<file path="src/rtl/uart_pkg.sv">
// Shared types and constants for the oversampled UART receiver.
package uart_pkg;

    localparam int unsigned DEF_DATA_WIDTH     = 8;
    localparam int unsigned DEF_PRESCALE_WIDTH = 6;

    localparam int unsigned PRESC_8  = 8;
    localparam int unsigned PRESC_16 = 16;
    localparam int unsigned PRESC_32 = 32;

    localparam logic PAR_EVEN = 1'b0;
    localparam logic PAR_ODD  = 1'b1;

    typedef enum logic [2:0] {
        IDLE,
        START,
        DATA,
        PARITY,
        STOP
    } rx_state_e;

    // Two-out-of-three vote used to reject single-sample line noise.
    function automatic logic majority3(input logic a, input logic b, input logic c);
        return (a & b) | (a & c) | (b & c);
    endfunction

endpackage

</file>
<file path="src/rtl/uart_rx_sampler.sv">
// Per-bit edge counter and three-sample majority voter around the bit centre.
module uart_rx_sampler
    import uart_pkg::*;
#(
    parameter int unsigned PRESCALE_WIDTH = DEF_PRESCALE_WIDTH
) (
    input  logic                      clk,
    input  logic                      rst,
    input  logic                      start,
    input  logic                      active,
    input  logic                      rx_in,
    input  logic [PRESCALE_WIDTH-1:0] prescale,
    output logic                      bit_done,
    output logic                      sampled_bit
);

    localparam int unsigned PW = PRESCALE_WIDTH;

    logic [PW-1:0] edge_cnt_q, edge_cnt_d;
    logic [PW-1:0] half_c, last_c;
    logic          s0_q, s0_d;
    logic          s1_q, s1_d;
    logic          bit_q, bit_d;

    // Counter is 0 in the start-detect cycle, so the first active cycle is edge 1.
    always_comb begin
        edge_cnt_d = edge_cnt_q;
        s0_d       = s0_q;
        s1_d       = s1_q;
        bit_d      = bit_q;
        half_c     = prescale >> 1;
        last_c     = prescale - PW'(1);
        bit_done   = active && (edge_cnt_q == last_c);

        if (start) begin
            edge_cnt_d = PW'(1);
        end else if (!active || bit_done) begin
            edge_cnt_d = '0;
        end else begin
            edge_cnt_d = edge_cnt_q + PW'(1);
        end

        // Decision registers on h+1, so it is stable from h+2 to the bit end.
        if (active) begin
            if (edge_cnt_q == half_c - PW'(1)) s0_d = rx_in;
            if (edge_cnt_q == half_c)          s1_d = rx_in;
            if (edge_cnt_q == half_c + PW'(1)) bit_d = majority3(s0_q, s1_q, rx_in);
        end
    end

    always_ff @(posedge clk or negedge rst) begin
        if (!rst) begin
            edge_cnt_q <= '0;
            s0_q       <= 1'b1;
            s1_q       <= 1'b1;
            bit_q      <= 1'b1;
        end else begin
            edge_cnt_q <= edge_cnt_d;
            s0_q       <= s0_d;
            s1_q       <= s1_d;
            bit_q      <= bit_d;
        end
    end

    assign sampled_bit = bit_q;

endmodule

</file>
<file path="src/rtl/uart_rx.sv">
// UART receiver: frames start/data/parity/stop into a held word plus status pulses.
module uart_rx
    import uart_pkg::*;
#(
    parameter int unsigned DATA_WIDTH     = DEF_DATA_WIDTH,
    parameter int unsigned PRESCALE_WIDTH = DEF_PRESCALE_WIDTH
) (
    input  logic                      clk,
    input  logic                      rst,
    input  logic                      rx_in,
    input  logic [PRESCALE_WIDTH-1:0] prescale,
    input  logic                      par_en,
    input  logic                      par_typ,
    output logic [DATA_WIDTH-1:0]     data_out,
    output logic                      data_valid,
    output logic                      par_err,
    output logic                      stop_err
);

    localparam int unsigned BCW = (DATA_WIDTH > 1) ? $clog2(DATA_WIDTH) : 1;

    rx_state_e                 state_q, state_d;
    logic [PRESCALE_WIDTH-1:0] presc_q, presc_d;
    logic                      par_en_q, par_en_d;
    logic                      par_typ_q, par_typ_d;
    logic [BCW-1:0]            bit_cnt_q, bit_cnt_d;
    logic [DATA_WIDTH-1:0]     shift_q, shift_d;
    logic                      par_fail_q, par_fail_d;
    logic [DATA_WIDTH-1:0]     data_q, data_d;
    logic                      valid_q, valid_d;
    logic                      perr_q, perr_d;
    logic                      serr_q, serr_d;

    logic start_c, active_c, exp_par_c, stop_fail_c;
    logic bit_done, sampled_bit;

    assign start_c  = (state_q == IDLE) && !rx_in;
    assign active_c = (state_q != IDLE);

    uart_rx_sampler #(
        .PRESCALE_WIDTH (PRESCALE_WIDTH)
    ) u_sampler (
        .clk         (clk),
        .rst         (rst),
        .start       (start_c),
        .active      (active_c),
        .rx_in       (rx_in),
        .prescale    (presc_q),
        .bit_done    (bit_done),
        .sampled_bit (sampled_bit)
    );

    // Frame sequencing; every state leaves on bit_done so no state can stall.
    always_comb begin
        state_d     = state_q;
        presc_d     = presc_q;
        par_en_d    = par_en_q;
        par_typ_d   = par_typ_q;
        bit_cnt_d   = bit_cnt_q;
        shift_d     = shift_q;
        par_fail_d  = par_fail_q;
        data_d      = data_q;
        valid_d     = 1'b0;
        perr_d      = 1'b0;
        serr_d      = 1'b0;
        stop_fail_c = 1'b0;
        exp_par_c   = (par_typ_q == PAR_EVEN) ? ^shift_q : ~^shift_q;

        unique case (state_q)
            IDLE: begin
                bit_cnt_d  = '0;
                par_fail_d = 1'b0;
                if (!rx_in) begin
                    state_d   = START;
                    presc_d   = prescale;
                    par_en_d  = par_en;
                    par_typ_d = par_typ;
                end
            end
            START: begin
                if (bit_done) state_d = sampled_bit ? IDLE : DATA;
            end
            DATA: begin
                if (bit_done) begin
                    shift_d = {sampled_bit, shift_q[DATA_WIDTH-1:1]};
                    if (bit_cnt_q == BCW'(DATA_WIDTH - 1)) begin
                        state_d = par_en_q ? PARITY : STOP;
                    end else begin
                        bit_cnt_d = bit_cnt_q + BCW'(1);
                    end
                end
            end
            PARITY: begin
                if (bit_done) begin
                    par_fail_d = (sampled_bit != exp_par_c);
                    state_d    = STOP;
                end
            end
            STOP: begin
                if (bit_done) begin
                    stop_fail_c = !sampled_bit;
                    perr_d      = par_fail_q;
                    serr_d      = stop_fail_c;
                    if (!par_fail_q && !stop_fail_c) begin
                        data_d  = shift_q;
                        valid_d = 1'b1;
                    end
                    state_d = IDLE;
                end
            end
            default: state_d = IDLE;
        endcase
    end

    always_ff @(posedge clk or negedge rst) begin
        if (!rst) begin
            state_q    <= IDLE;
            presc_q    <= '0;
            par_en_q   <= 1'b0;
            par_typ_q  <= 1'b0;
            bit_cnt_q  <= '0;
            shift_q    <= '0;
            par_fail_q <= 1'b0;
            data_q     <= '0;
            valid_q    <= 1'b0;
            perr_q     <= 1'b0;
            serr_q     <= 1'b0;
        end else begin
            state_q    <= state_d;
            presc_q    <= presc_d;
            par_en_q   <= par_en_d;
            par_typ_q  <= par_typ_d;
            bit_cnt_q  <= bit_cnt_d;
            shift_q    <= shift_d;
            par_fail_q <= par_fail_d;
            data_q     <= data_d;
            valid_q    <= valid_d;
            perr_q     <= perr_d;
            serr_q     <= serr_d;
        end
    end

    assign data_out   = data_q;
    assign data_valid = valid_q;
    assign par_err    = perr_q;
    assign stop_err   = serr_q;

endmodule

</file>
<file path="config.mk">
export PLATFORM = sky130hd
export DESIGN_NAME = uart_rx
export DESIGN_NICKNAME = d
export VERILOG_FILES = /design/src/rtl/uart_pkg.sv /design/src/rtl/uart_rx_sampler.sv /design/src/rtl/uart_rx.sv
export SDC_FILE = /design/constraint.sdc
export NUM_CORES = 1
export LEC_CHECK = 0
export BUFFER_PORTS_ARGS = -buffer_cell sky130_fd_sc_hd__buf_2
export CAP_MARGIN = 20
export CORE_AREA = 2 2 95 88
export DETAILED_ROUTE_END_ITERATION = 16
export DIE_AREA = 0 0 97 90
export GPL_TIMING_DRIVEN = 0
export PLACE_DENSITY = 0.53
export SYNTH_ARGS = -nofsm -noshare
export SYNTH_HDL_FRONTEND = slang
export SYNTH_SLANG_ARGS = --single-unit
export TNS_END_PERCENT = 50
</file>
<file path="constraint.sdc">
create_clock -name clk -period 2.7 [get_ports clk]
set_input_delay 0.405 -clock clk [delete_from_list [all_inputs] [get_ports clk]]
set_output_delay 0.405 -clock clk [all_outputs]
set_load 0.05 [all_outputs]
</file>
==> metrics.csv, run 1 <==
metric;value;unit
status;completed;
dieArea;8730;µm²
cpLargestDelayFamily;simple AND/OR/NAND/NOR gates;
hold_viol_final;0;
routed-via-count;1658;
grtUsageTotal;11.7;%
worstMarginPinSlew;0.789;ns
die_w;97;µm
cp_num_cells;8;
cts.path.max_buffers;2;
grt_max_degree;44;
r2r_end;shift_q[5];
drv_cap;0;
grt_first_pass_wirelength;8430;µm
r2r_cells;8;
ys.warnings.count;0;
synth_area_per_cell;10.5;µm²
num_rows;31;
r2r_setup_slack;0.26;ns
syn_area;2360;µm²
n_fill_cell;798;
slew-limit-headroom;47.0;%
grt_pass1_vias;1665;
clkTransAtPathRegs;0.09;ns
synth_cell_types;46;
ant_nets;0;
drt-total-wl;4670;µm
die_y;90;µm
cts_setup_buffers;0;
yosys_register_bits;43;
clock_skew;0.0113;ns
cts_made_buffers;5;
grt_overflow;0;
vdd_drop_max;0.497;mV
arrival;2.63;ns
yosysSeqAreaShare;45.7;%
drtIter0Drc;91;
ys_async_sr_fraction;100;%
finalSetupViolCount;0;
dr.pass1.iters;4;
crit_fanout;8;
fin_tns_setup;0;ns
critPathMaxStageDelay;0.42;ns
start_util;30.3;%
multiInputGateArea;1210;µm²
p_leak;1.27;nW
critical_path_required;2.88;ns
crit_path_end_kind;register;
hpwl;3370;µm
slew_viol_final;0;
post-route-util;34.8;%
rsz0062_at_grt;false;
num-nets-final;272;
max_freq;409;MHz
io_buffer_count;21;
crit_path_start;presc_q[2];
antenna_found_initial;0;
drc;0;
fin_crit_sh;90.5;%
num_antenna_cells;0;
register_area;1080;µm²
place.gp.congestion;0.803;
wl_per_cell;13.2;µm
synth_edf_count;0;
cp_num_buf_inv;2;
clkLatencyLatePin;0.30;ns
area_delta_synth_final;14.9;%
start_kind;register;
viasPerCell;4.68;
place_area;2590;µm²
synth_flop_cell;dfrtp_1;
reg2reg_from;presc_q[2];
finish.instance_area;2710;µm²
drive_above_1_share;25.5;%
synth_nets;242;
fp.coreArea;7800;µm²
cpMaxStageDelayCell;nor2_1;
pin_count;22;
h-tree-depth;2;
p_per_area;989;nW/µm²
path_class;register to register;
hold_class;input pin to register;
period_needed;2.44;ns
cts-root-buf;clkbuf_8;
path_cells;buf_2 > inv_1 > ha_1 > a21boi_0 > xnor2_1 > nor2_1 > nand3_2 > mux2_2;
crit_end;shift_q[5];
cts_tree;built;
cts_sinks;43;
synthCells;224;
[routing by layer]
metal / global-route usage (%) / routed length [µm]
met3: 2.10 / 107
met5: 0 / 0
met4: 4.23 / 80
met2: 18.5 / 2200
met1: 16.2 / 2280
[stage by stage]
stage | cells | setup WS [ns] | hold slack (ns) | power, W
6_report | 354 | 0.257 | 0.288 | 0.00268
5_1_grt | 354 | 0.0494 | 0.290 | 0.00291
4_1_cts | 352 | 0.216 | 0.278 | 0.00268
3_5_place_dp | 344 | 0.232 | 0.488 | 0.00226
3_3_place_gp | 344 | 0.252 | 0.484 | 0.00225
2_1_floorplan | 224 | 0.541 | 0.109 | 0.00197
[cell usage after synthesis, drive strengths merged (2+ instances only)]
| cell | count | area, µm² |
|---|---|---|
| nand2 | 27 | 101 |
| and3 | 3 | 18.8 |
| nand2b | 2 | 12.5 |
| nand3 | 7 | 40.0 |
| a21oi | 5 | 25.0 |
| o221ai | 2 | 17.5 |
| nor2b | 2 | 12.5 |
| nor2 | 13 | 48.8 |
| buf | 6 | 36.3 |
| xnor2 | 19 | 166 |
| nor3b | 2 | 20.0 |
| dfrtp | 40 | 1000 |
| ha | 7 | 87.6 |
| nor3 | 8 | 40.0 |
| clkbuf | 3 | 11.3 |
| mux2 | 19 | 214 |
| nand4 | 4 | 31.3 |
| inv | 9 | 33.8 |
| nor4 | 2 | 12.5 |
| or4b | 2 | 23.8 |
| xor2 | 12 | 105 |
| o311ai | 2 | 17.5 |
| dfstp | 3 | 78.8 |
| o21ai | 8 | 40.0 |
| o31ai | 2 | 15.0 |
[area by class of cell]
cell class / count / area share (%)
inverter: 9 / 1.24
tap: 99 / 4.56
timing repair buffer: 23 / 4.98
sequential: 43 / 39.8
clock buffer: 6 / 2.67
buffer: 9 / 1.75
multi-input combinational: 163 / 44.5
clock inverter: 2 / 0.461
[how the worst min path moves through the flow]
stage | startpoint | endpoint | depth (start not counted)
global route | prescale[3] | presc_q[3] | 3
global placement | data_out[2] | data_out[2] | 1
detailed placement | data_out[3] | data_out[3] | 1
CTS | prescale[3] | presc_q[3] | 3
floorplan | rst | bit_cnt_q[0] | 0
finish | prescale[3] | presc_q[3] | 3
[tightest hold or removal path: stages]
cell	delay, ns
buf_2	0.07
nand2_1	0.04
nand2_1	0.04
[registers in the layout (all words and copies together) (netlist names)]
signal and count:
bit_cnt_q 3, data_out 8, data_valid 1, par_en_q 1
par_err 1, par_fail_q 1, par_typ_q 1, presc_q 6
shift_q 8, state_q 3, stop_err 1, u_sampler.edge_cnt_q 6
u_sampler.s0_q 1, u_sampler.s1_q 1, u_sampler.sampled_bit 1
[repair_timing]
action                     CTS  global route
setup endpoints to repair    0             8
hold endpoints to repair     0             4
resized for setup            0             1
hold buffers                 0             1
[kinds of logic after synthesis]
kind of cell    Yosys count  share of synthesized area [%]
simple gates             76                           16.5
fa+ha+maj                 8                           4.13
xor+xnor                 32                           12.5
compound gates           27                           8.21
mux                      20                           9.49
flops                    43                           45.7
buf+inv                  18                           3.44
[cell usage in the layout, fill, tap and decap left out, drive strengths merged, types with 2 or more instances in the layout]
cell / instances
nor2b: 2
nor2: 13
nand2b: 2
or4b: 2
nand3: 7
dfrtp: 40
nor3: 8
nand2: 27
buf: 28
and3: 3
dfstp: 3
mux2: 19
clkbuf: 9
o311ai: 2
nor4: 2
inv: 9
nor3b: 2
xor2: 12
o221ai: 2
o21ai: 8
ha: 7
o31ai: 2
nand4: 4
a21oi: 5
xnor2: 19
[where the power goes]
part,internal (W),switching (W)
Clock,0.000181,0.000229
Sequential,0.000799,0.000148
Combinational,0.000566,0.000760
(Power assumes the default switching activity.)
==> run 2: changes to the inputs <==
--- a/config.mk
+++ b/config.mk
@@ -5,7 +5,7 @@
 export SDC_FILE = /design/constraint.sdc
 export NUM_CORES = 1
 export LEC_CHECK = 0
-export BUFFER_PORTS_ARGS = -buffer_cell sky130_fd_sc_hd__buf_2
+export BUFFER_PORTS_ARGS = -buffer_cell sky130_fd_sc_hd__buf_4
 export CAP_MARGIN = 20
 export CORE_AREA = 2 2 95 88
 export DETAILED_ROUTE_END_ITERATION = 16
==> run 2 against run 1 <==
Total power down 0.97%. Sequential share of layout area down 0.33 points. Hold slack worse by 0.21 ns. Non-clock buffer count down 2. Register-to-register slack worse by 0.05 ns. Combinational power about the same. Global-route usage down 0.61 points.
==> metrics.csv, run 2 (synthesis results as in run 1) <==
metric;value;unit
status;completed;
drive_above_1_share;25.3;%
clock_skew;0.00842;ns
die_w;97;µm
cts-hold-fix-buffers;0;
slew_viol_final;0;
io_buffer_count;21;
p_leak;1.26;nW
dieArea;8730;µm²
start_util;30.3;%
crit_fanout;8;
cpMaxStageDelayCell;nor2_1;
n_fill_cell;786;
fp.coreArea;7800;µm²
num_rows;31;
cts_tree;built;
critical_path_required;2.88;ns
wl_per_cell;13.0;µm
drv_cap;0;
p_per_area;971;nW/µm²
final_cell_mix;40 x dfrtp_1, 27 x nand2_1, 21 x buf_4;
die_y;90;µm
h-tree-depth;2;
antenna_found_initial;0;
place.gp.congestion;0.803;
grt_overflow;0;
grtUsageTotal;11.1;%
viasPerCell;4.72;
final_common_cell;dfrtp_1;
p_sw_share;41.9;%
whs;0.0742;ns
cts.path.max_buffers;2;
area_delta_synth_final;15.9;%
max_freq;401;MHz
rsz0062_at_grt;false;
hold_class;input pin to async pin;
hpwl;3420;µm
cts-root-buf;clkbuf_8;
cts_made_buffers;5;
clkLatencyLatePin;0.29;ns
drc;0;
start_kind;register;
arrival;2.67;ns
cts_sinks;43;
total_power;0.00266;W
slew-limit-headroom;48.9;%
num_antenna_cells;0;
p_sw;0.00111;W
pin_count;22;
num-nets-final;270;
p_int;0.00155;W
hold_viol_final;0;
combPwrFrac;49.4;%
grt_first_pass_wirelength;8050;µm
finalSetupViolCount;0;
dr.pass1.iters;5;
critPathMaxStageDelay;0.41;ns
cts_setup_buffers;0;
power.share.sequential;35.5;%
path_class;register to register;
routed-via-count;1662;
path_cells;buf_2 > inv_1 > ha_1 > a21boi_0 > xnor2_1 > nor2_1 > nand3_2 > mux2_2;
fin_tns_setup;0;ns
worstMarginPinSlew;0.761;ns
cts_resized;0;
grt_pass1_vias;1666;
ant_nets;0;
vdd_drop_max;0.511;mV
power.share.clock;15.1;%
grt_max_degree;44;
crit_path_end_kind;register;
period_needed;2.49;ns
clkTransAtPathRegs;0.09;ns
fin_crit_sh;92.3;%
drt-total-wl;4580;µm
drtIter0Drc;119;
-- run 2: changes by cell type in the layout (fill, tap and decap cells not counted) --
cell / before / now
buf_2: 26 / 5
buf_4: 0 / 21
buf_12: 1 / 0
dlygate4sd3_1: 1 / 0
-- run 2: final cells by class --
cell class	instances	area, µm²	area share, %
Multi-Input combinational cell	163	1210	44.2
Sequential cell	43	1080	39.5
Timing Repair Buffer	21	158	5.76
Tap cell	99	124	4.53
Clock buffer	6	72.6	2.65
Buffer	9	47.5	1.74
Inverter	9	33.8	1.23
Clock inverter	2	12.5	0.457
-- run 2: worst paths after layout --
path	from	end	slack (ns)	cells after the start
max in group asynchronous	rst	u_sampler.s1_q	2.23	1
min in group clk	prescale[3]	presc_q[3]	0.29	3
worst min-delay path	rst	presc_q[0]	0.07	1
worst max-delay path	presc_q[2]	shift_q[5]	0.21	8
worst max register to register	presc_q[2]	shift_q[5]	0.21	8
worst min register to register	data_out[3]	data_out[3]	0.51	1
-- run 2: through the flow --
stage | cells | cell area (µm²) | util, % | worst slack, ns
6_report | 352 | 2740 | 35.1 | 0.208
4_1_cts | 352 | 2730 | 35.0 | 0.208
3_5_place_dp | 344 | 2640 | 33.9 | 0.232
5_1_grt | 352 | 2740 | 35.1 | 0.0363
2_1_floorplan | 224 | 2360 | - | 0.541
3_3_place_gp | 344 | 2640 | 33.9 | 0.243
-- run 2: worst max-delay path: cells and delay by family, from the launching register on --
kind            cells  cell delay, ns
fa+ha+maj           1            0.23
flops               1            0.38
buf+inv             2            0.28
simple gates        2            0.74
mux                 1            0.35
compound gates      1            0.27
xor+xnor            1            0.13
-- run 2: power by group through the flow --
stage                     Sequential [W]  Clock (W)  Combinational (W)
after floorplan                 0.000911          0            0.00106
after global placement          0.000958          0            0.00129
after detailed placement        0.000959          0            0.00130
after CTS                       0.000946   0.000423            0.00131
after global routing            0.000964   0.000443            0.00148
final                           0.000943   0.000402            0.00131
-- run 2: routing by layer --
| layer | vias to the layer above | routed length, µm | part of all wire (%) | track usage, % |
|---|---|---|---|---|
| li1 | 828 | - | - | - |
| met1 | 801 | 2130 | 46 | 14.8 |
| met2 | 29 | 2270 | 50 | 18.7 |
| met3 | 4 | 124 | 2.7 | 1.94 |
| met4 | 0 | 57 | 1.2 | 3.17 |
| met5 | - | 0 | 0 | 0 |
